### src/rtl/hough_pkg.sv
// Shared constants and types for the Hough processing stages.
package hough_pkg;

  localparam int DEF_PIX_W   = 8;
  localparam int DEF_COORD_W = 8;
  localparam int DEF_CNT_W   = 16;
  localparam int DEF_THRESH  = 128;

  typedef logic [DEF_PIX_W-1:0]   pixel_t;
  typedef logic [DEF_COORD_W-1:0] coord_t;

endpackage

### src/rtl/hough_sync_edges.sv
// Registers the frame/line framing signals and reports their edges.
// The edge outputs combine the live input with last cycle's sample, so an
// edge is reported in the same cycle the new level is first seen.
module hough_sync_edges (
  input  logic clk_i,
  input  logic reset_i,
  input  logic frame_i,
  input  logic line_i,
  output logic frame_rise_o,
  output logic frame_fall_o,
  output logic line_fall_o
);

  logic frame_q;
  logic line_q;

  // Previous-cycle samples. Reset loads 1 so that a frame already running
  // when reset is released is never mistaken for a new frame start.
  always_ff @(posedge clk_i) begin
    if (reset_i) begin
      frame_q <= 1'b1;
      line_q  <= 1'b1;
    end else begin
      frame_q <= frame_i;
      line_q  <= line_i;
    end
  end

  assign frame_rise_o = frame_i & ~frame_q;
  assign frame_fall_o = ~frame_i & frame_q;
  assign line_fall_o  = ~line_i & line_q;

endmodule

### src/rtl/hough_peak.sv
// Finds the strongest accumulator cell of each frame and reports its
// position, value, threshold decision and the number of cells at or above
// threshold, all updated together with a one-cycle PeakValid pulse.
module hough_peak
  import hough_pkg::*;
#(
  parameter int PIX_W   = DEF_PIX_W,
  parameter int COORD_W = DEF_COORD_W,
  parameter int THRESH  = DEF_THRESH,
  parameter int CNT_W   = DEF_CNT_W
) (
  input  logic               Clk,
  input  logic               Reset,
  input  logic [PIX_W-1:0]   PixelIn,
  input  logic               FrameIn,
  input  logic               LineIn,
  output logic [COORD_W-1:0] PeakX,
  output logic [COORD_W-1:0] PeakY,
  output logic [PIX_W-1:0]   PeakVal,
  output logic               PeakFound,
  output logic [CNT_W-1:0]   HitCount,
  output logic               PeakValid
);

  localparam logic [PIX_W-1:0] THR = PIX_W'(THRESH);

  logic frame_rise, frame_fall, line_fall;
  logic pix_valid;

  logic               armed_q, armed_d;
  logic [COORD_W-1:0] x_q, x_d, y_q, y_d;
  logic [PIX_W-1:0]   cur_val_q, cur_val_d;
  logic [COORD_W-1:0] cur_x_q, cur_x_d, cur_y_q, cur_y_d;
  logic [CNT_W-1:0]   hits_q, hits_d;

  logic [COORD_W-1:0] peak_x_q, peak_x_d, peak_y_q, peak_y_d;
  logic [PIX_W-1:0]   peak_val_q, peak_val_d;
  logic               peak_found_q, peak_found_d;
  logic [CNT_W-1:0]   peak_hits_q, peak_hits_d;
  logic               peak_valid_q, peak_valid_d;

  hough_sync_edges u_edges (
    .clk_i        (Clk),
    .reset_i      (Reset),
    .frame_i      (FrameIn),
    .line_i       (LineIn),
    .frame_rise_o (frame_rise),
    .frame_fall_o (frame_fall),
    .line_fall_o  (line_fall)
  );

  // Next-state for position counters, running max, hit count and results.
  // The frame-rise cycle is itself a pixel cycle, so the cleared values are
  // applied first and that pixel is then evaluated against them.
  always_comb begin
    armed_d      = armed_q;
    x_d          = x_q;
    y_d          = y_q;
    cur_val_d    = cur_val_q;
    cur_x_d      = cur_x_q;
    cur_y_d      = cur_y_q;
    hits_d       = hits_q;
    peak_x_d     = peak_x_q;
    peak_y_d     = peak_y_q;
    peak_val_d   = peak_val_q;
    peak_found_d = peak_found_q;
    peak_hits_d  = peak_hits_q;
    peak_valid_d = 1'b0;
    pix_valid    = 1'b0;

    if (frame_rise) begin
      armed_d   = 1'b1;
      x_d       = '0;
      y_d       = '0;
      cur_val_d = '0;
      cur_x_d   = '0;
      cur_y_d   = '0;
      hits_d    = '0;
    end else begin
      armed_d = armed_q;
    end

    pix_valid = armed_d & FrameIn & LineIn;

    if (pix_valid) begin
      // Strict compare: ties keep the earlier pixel in raster order.
      if (PixelIn > cur_val_d) begin
        cur_val_d = PixelIn;
        cur_x_d   = x_d;
        cur_y_d   = y_d;
      end else begin
        cur_val_d = cur_val_d;
      end
      if ((PixelIn >= THR) && (hits_d != '1)) begin
        hits_d = hits_d + CNT_W'(1);
      end else begin
        hits_d = hits_d;
      end
      x_d = (x_d == '1) ? x_d : x_d + COORD_W'(1);
    end else if (armed_d && FrameIn && line_fall) begin
      x_d = '0;
      y_d = (y_d == '1) ? y_d : y_d + COORD_W'(1);
    end else begin
      x_d = x_d;
    end

    // Frame end: publish the running values, which already include the
    // pixel sampled in the last FrameIn=1 cycle.
    if (frame_fall && armed_q) begin
      peak_x_d     = cur_x_q;
      peak_y_d     = cur_y_q;
      peak_val_d   = cur_val_q;
      peak_found_d = (cur_val_q >= THR);
      peak_hits_d  = hits_q;
      peak_valid_d = 1'b1;
      armed_d      = 1'b0;
    end else begin
      peak_valid_d = 1'b0;
    end
  end

  // State and result registers; reset wins over every other event.
  always_ff @(posedge Clk) begin
    if (Reset) begin
      armed_q      <= 1'b0;
      x_q          <= '0;
      y_q          <= '0;
      cur_val_q    <= '0;
      cur_x_q      <= '0;
      cur_y_q      <= '0;
      hits_q       <= '0;
      peak_x_q     <= '0;
      peak_y_q     <= '0;
      peak_val_q   <= '0;
      peak_found_q <= 1'b0;
      peak_hits_q  <= '0;
      peak_valid_q <= 1'b0;
    end else begin
      armed_q      <= armed_d;
      x_q          <= x_d;
      y_q          <= y_d;
      cur_val_q    <= cur_val_d;
      cur_x_q      <= cur_x_d;
      cur_y_q      <= cur_y_d;
      hits_q       <= hits_d;
      peak_x_q     <= peak_x_d;
      peak_y_q     <= peak_y_d;
      peak_val_q   <= peak_val_d;
      peak_found_q <= peak_found_d;
      peak_hits_q  <= peak_hits_d;
      peak_valid_q <= peak_valid_d;
    end
  end

  assign PeakX     = peak_x_q;
  assign PeakY     = peak_y_q;
  assign PeakVal   = peak_val_q;
  assign PeakFound = peak_found_q;
  assign HitCount  = peak_hits_q;
  assign PeakValid = peak_valid_q;

endmodule

### config.mk
export PLATFORM = sky130hd
export DESIGN_NAME = hough_peak
export DESIGN_NICKNAME = d
export VERILOG_FILES = /design/src/rtl/hough_pkg.sv /design/src/rtl/hough_sync_edges.sv /design/src/rtl/hough_peak.sv
export SDC_FILE = /design/constraint.sdc
export NUM_CORES = 1
export LEC_CHECK = 0
export ABC_AREA = 1
export CAP_MARGIN = 20
export CORE_MARGIN = 1
export CORE_UTILIZATION = 58
export CTS_BUF_LIST = sky130_fd_sc_hd__clkbuf_8
export DETAILED_ROUTE_END_ITERATION = 8
export GPL_TIMING_DRIVEN = 0
export PLACE_DENSITY = 0.82
export SYNTH_ARGS = -nofsm -noshare
export SYNTH_HDL_FRONTEND = slang
export SYNTH_SLANG_ARGS = --single-unit
### constraint.sdc
create_clock -name Clk -period 3.7 [get_ports Clk]
set_input_delay 0.925 -clock Clk [delete_from_list [all_inputs] [get_ports Clk]]
set_output_delay 0.925 -clock Clk [all_outputs]
set_load 0.05 [all_outputs]
==> flow_metrics.py, run 1 <==
metrics = {
    "power": {
        "power.leakage_nw": 2.28,
        "p_int_mw": 1.62,
        "ir_drop_v": 0.000293,
        "p_sw_frac": 0.232,
        "p_sw_mw": 0.490,
        "power_frac_seq": 0.526,
        "clkPwrFrac": 0.399,
        "power.density_nw_per_um2": 386,
        "power_frac_comb": 0.075,
    },
    "grt": {
        "antenna_found_initial": 0,
        "grt_max_degree": 17,
        "grt_pass1_vias": 4169,
        "grt_pass1_wl_mm": 19.1,
        "grt_util_all_layers": 0.292,
        "globalRoute.totalOverflow": 0,
    },
    "yosys": {
        "yosysTopAreaCellShare": 0.444,
        "yosys-top-cells-count": "145 x nand2_1, 102 x nor2_1, 101 x dfxtp_1, 65 x inv_1, 64 x nand3_1",
        "synth_cell_types": 31,
        "yosysWarningCount": 0,
        "yosysTopAreaCell": "dfxtp_1",
        "syn_inst": 648,
        "synth_area_leaders": "dfxtp_1 44%, nand2_1 12%, nor2_1 8.4%",
        "ys_seq_elements": 101,
        "synthArstFlopShare": 0,
        "synth_ff_type": "dfxtp_1",
        "synth_seq_area_share": 0.444,
        "syn-num-nets": 671,
        "synth_edf_count": 0,
        "avgSynthCellArea_sq_um": 7.03,
        "yosysMostFrequentCell": "nand2_1",
        "synth_area_sq_um": 4560,
    },
    "setup_path": {
        "cp.required_ps": 4000,
        "cp-end-kind": "flip-flop",
        "path_class": "in -> reg",
        "arrival_ps": 3880,
        "crit_fanout": 10,
        "critPathLaunchType": "primary input",
    },
    "finish": {
        "n_antenna_cell": 0,
        "fin_nets": 735,
        "areaGrowthSynthToFinish_pct": 20.1,
        "drive_gt1_frac": 0.0739,
        "final_core_util": 0.739,
    },
    "route": {
        "drt-total-wl_mm": 11.4,
        "routed.top_layer": "met4",
        "wl_met1_mm": 4.87,
        "vias": 4491,
        "dr_wl_met2_mm": 5.31,
        "vias_per_cell": 5.50,
        "wl_met3_um": 955,
        "antenna_left": 0,
        "drc_errors": 0,
        "wl_per_cell_um": 14.0,
        "first_iter_violations": 429,
        "firstDrtPassIters": 5,
    },
    "sta": {
        "slew_viol_final": 0,
        "final_hold_viol_count": 0,
        "period_needed_ps": 3570,
        "timing.slew.headroom": 0.606,
        "setup_viol": 0,
        "fin_ws_ps": 125,
        "post-route-period-util": 0.966,
        "skew_ps": 11.6,
        "max_freq_mhz": 280,
        "worst_slew_pin_slew_ps": 592,
    },
    "floorplanning": {
        "fp.dieH_um": 90.6,
        "rows": 31,
        "io_pins": 54,
        "die_x_um": 90.6,
        "start_util": 0.615,
        "die_area_sq_um": 8210,
        "core_sq_um": 7410,
    },
    "clock_tree": {
        "clk_pin_slew_worst_paths_ps": 100,
        "cts_buffers": 9,
        "cts-root-buf": "clkbuf_8",
        "cts.sinks": 101,
        "cts_tree": "built",
        "h-tree-depth": 3,
        "cts_hold_buf": 0,
        "clk_path_buf_depth": 2,
        "clk_latency_ps": 370,
    },
    "hold_path": {
        "hp-class": "reg -> reg",
    },
    "job": {
        "max_cap_violations": 0,
    },
    "run_status": {
        "outcome": "complete, no violations",
    },
    "place": {
        "portBuffers": 52,
        "routabilityCongestion": 0.920,
        "dp_hpwl_mm": 8.38,
        "place_ws_ps": -776,
    },
}
flip-flops by register name, summed over array words and instances (netlist names):
name,count
cur_val_q,8
PeakY,8
HitCount,16
cur_x_q,8
PeakX,8
u_edges.frame_q,1
PeakVal,8
u_edges.line_q,1
PeakFound,1
armed_q,1
hits_q,16
x_q,8
PeakValid,1
y_q,8
cur_y_q,8
critical path, cell delays in order:
cell and delay (ps):
clkdlybuf4s50_1 560, inv_2 90, nor2_4 250, buf_4 270, buf_4 240, nor2_1 70, inv_1 60, ha_1 240
a21oi_1 160, nand3b_1 130, nand3_1 210, nand2_2 170, buf_2 230, o21ai_0 130, nor2_1 120
layout make-up:
| cell class | instances | area, sq um |
|---|---|---|
| Tap cell | 99 | 124 |
| Multi-Input combinational cell | 445 | 2130 |
| Inverter | 72 | 270 |
| Buffer | 30 | 146 |
| Sequential cell | 101 | 2020 |
| Clock buffer | 10 | 138 |
| Clock inverter | 6 | 111 |
| Fill cell | 565 | 1940 |
| Timing Repair Buffer | 53 | 528 |
metrics by stage:
step	hold slack (ps)	power [mW]	std cells	cell area, sq um	setup TNS [ps]
2_1_floorplan	419	1.24	648	4560	0
3_3_place_gp	429	1.28	799	5200	-17960
3_5_place_dp	431	1.29	799	5200	-19780
4_1_cts	445	2.12	815	5460	0
5_1_grt	464	2.18	816	5470	-26.1
6_report	441	2.11	816	5470	0
power groups by stage:
stage               Clock, mW  Sequential [mW]  Combinational (mW)
floorplan                   0             1.14              0.0980
global placement            0             1.13               0.148
detailed placement          0             1.14               0.152
CTS                     0.850             1.11               0.155
global route            0.892             1.11               0.174
finish                  0.842             1.11               0.159
metal layers:
metal / track usage / up-vias
met5: 0 / -
met3: 0.0539 / 26
li1: - / 2204
met2: 0.487 / 201
met1: 0.363 / 2060
met4: 0.134 / 0
placed cells by master (no fill, tap or decap), types with 7 or more instances in the layout:
master / count
a21oi_1: 21
a22oi_1: 13
buf_2: 8
clkbuf_1: 12
clkbuf_8: 10
clkdlybuf4s50_1: 52
dfxtp_1: 101
ha_1: 11
inv_1: 66
nand2_1: 144
nand3_1: 64
nor2_1: 102
nor3_1: 7
o21ai_0: 53
what timing repair did:
| action | CTS | global route |
|---|---|---|
| buffers inserted | 0 | 1 |
| gates resized for setup | 4 | 4 |
| setup endpoints to repair | 31 | 18 |
| pin swaps | 0 | 1 |
worst paths after layout:
path / slack (ps) / cells past startpoint / endpoint / from
setup / recovery: 130 / 15 / cur_x_q[5] / FrameIn
hold / removal: 440 / 2 / PeakY[3] / cur_y_q[3]
setup reg to reg: 930 / 13 / cur_x_q[5] / u_edges.frame_q
hold reg to reg: 440 / 2 / PeakY[3] / cur_y_q[3]
logic make-up after synthesis:
group / Yosys count / share of synthesized area
AO/OA/AOI/OAI: 91 / 0.109
XOR/XNOR: 3 / 0.00577
buffers and inverters: 102 / 0.0898
flip-flops: 101 / 0.444
adder cells (fa/ha/maj): 11 / 0.0302
AND/OR/NAND/NOR: 340 / 0.321
No activity file was read; power rests on OpenSTA's default activity.
==> inputs of run 2 (changes only) <==
==> constraint.sdc (replaced) <==
create_clock -name Clk -period 3.7 [get_ports Clk]
set_input_delay 0.74 -clock Clk [delete_from_list [all_inputs] [get_ports Clk]]
set_output_delay 0.74 -clock Clk [all_outputs]
set_load 0.05 [all_outputs]
==> flow_metrics.py, run 2 (synthesis results as in run 1) <==
metrics = {
    "sta": {
        "rsz0062_at_grt": "false",
        "whs_ps": 443,
        "post-route-period-util": 0.950,
        "worst_slew_pin_slew_ps": 590,
        "max_freq_mhz": 284,
        "setup_viol": 0,
        "period_needed_ps": 3520,
        "final_hold_viol_count": 0,
        "timing.slew.headroom": 0.607,
        "skew_ps": 11.7,
        "slew_viol_final": 0,
    },
    "finish": {
        "design_area_sq_um": 5460,
        "drive_gt1_frac": 0.0712,
        "areaGrowthSynthToFinish_pct": 19.9,
        "final_core_util": 0.737,
        "final_cell_mix": "144 x nand2_1, 102 x nor2_1, 101 x dfxtp_1",
        "n_antenna_cell": 0,
        "final_common_cell": "nand2_1",
        "fin_nets": 734,
    },
    "place": {
        "placed_area_sq_um": 5200,
        "dp_hpwl_mm": 8.38,
        "portBuffers": 52,
        "routabilityCongestion": 0.920,
    },
    "clock_tree": {
        "cts-root-buf": "clkbuf_8",
        "cts_hold_buf": 0,
        "clk_latency_ps": 370,
        "cts.sinks": 101,
        "clk_path_buf_depth": 2,
        "h-tree-depth": 3,
        "cts_buffers": 9,
        "cts_setup_buffers": 0,
        "cts_tree": "built",
        "clk_pin_slew_worst_paths_ps": 100,
    },
    "route": {
        "vias": 4493,
        "vias_per_cell": 5.51,
        "wl_per_cell_um": 14.0,
        "antenna_left": 0,
        "firstDrtPassIters": 5,
        "first_iter_violations": 420,
        "drc_errors": 0,
        "drt-total-wl_mm": 11.4,
    },
    "setup_path": {
        "arrival_ps": 3820,
        "path_class": "in -> reg",
        "critPathLaunchType": "primary input",
        "cp-end-kind": "flip-flop",
        "crit_fanout": 10,
        "cp.required_ps": 4000,
        "ff2ff_path_depth": 13,
    },
    "floorplanning": {
        "io_pins": 54,
        "rows": 31,
        "die_x_um": 90.6,
        "core_sq_um": 7410,
        "die_area_sq_um": 8210,
        "start_util": 0.615,
        "fp.dieH_um": 90.6,
    },
    "power": {
        "ir_drop_v": 0.000294,
        "power.leakage_nw": 2.27,
        "power.density_nw_per_um2": 387,
    },
    "grt": {
        "grt_pass1_vias": 4159,
        "globalRoute.totalOverflow": 0,
        "grt_util_all_layers": 0.291,
        "antenna_found_initial": 0,
        "grt_max_degree": 17,
        "grt_pass1_wl_mm": 19.0,
    },
    "hold_path": {
        "holdPathStages": 2,
        "hp-class": "reg -> reg",
    },
    "job": {
        "max_cap_violations": 0,
    },
    "run_status": {
        "outcome": "complete, no violations",
    },
}
## run 2: changes by cell type in the layout (fill, tap and decap cells not counted)
cell,previous run,this run
clkbuf_1,12,13
buf_2,8,7
clkbuf_4,0,2
buf_4,3,0
## run 2: what timing repair did
| item | 4_1_cts | 5_1_grt |
|---|---|---|
| endpoints found under the setup margin | 16 | 18 |
| gates cloned | 0 | 0 |
| resized for setup | 2 | 3 |
## run 2: through the flow
stage / worst slack (ps) / std cells / total power [mW] / setup TNS [ps]
6_report: 184 / 815 / 2.11 / 0
4_1_cts: 59.1 / 815 / 2.11 / 0
5_1_grt: 15.4 / 815 / 2.18 / 0
3_5_place_dp: -591 / 799 / 1.29 / -12380
3_3_place_gp: -513 / 799 / 1.28 / -10560
2_1_floorplan: 1040 / 648 / 1.24 / 0
## run 2: path summary, 6_finish.rpt
path	from	end	slack, ps
worst max-delay path	FrameIn	cur_x_q[6]	180
worst min-delay path	cur_x_q[4]	PeakX[4]	440
worst max register to register	u_edges.frame_q	cur_x_q[6]	810
worst min register to register	cur_x_q[4]	PeakX[4]	440
## run 2: critical path, cell delays in order
cell and delay, ps:
clkdlybuf4s50_1 560, inv_2 90, nor2_4 230, clkbuf_4 300, clkbuf_4 280, nor2_1 80, inv_1 60, ha_1 240
a21oi_1 160, nand3b_1 130, nand3_1 200, nand2_2 220, clkbuf_2 270, o21ai_0 120, nor2_1 130
## run 2: power by group
part	internal (mW)	total, mW	switching (mW)
Combinational	0.0508	0.158	0.107
Clock	0.468	0.844	0.376
Sequential	1.10	1.11	0.00792
Total	1.62	2.11	0.491
## run 2: cell type report
class / instances / area, sq um
Clock buffer: 10 / 138
Fill cell: 564 / 1950
Timing Repair Buffer: 52 / 520
Inverter: 72 / 270
Clock inverter: 6 / 111
Sequential cell: 101 / 2020
Multi-Input combinational cell: 445 / 2130
Buffer: 30 / 145
Tap cell: 99 / 124
## run 2: routing by layer
layer  up-vias  GRT usage  share of wire
met3        29     0.0530          0.076
li1       2197          -              -
met2       170      0.486           0.46
met4         0      0.133          0.023
met1      2097      0.363           0.44
met5         -          0              0
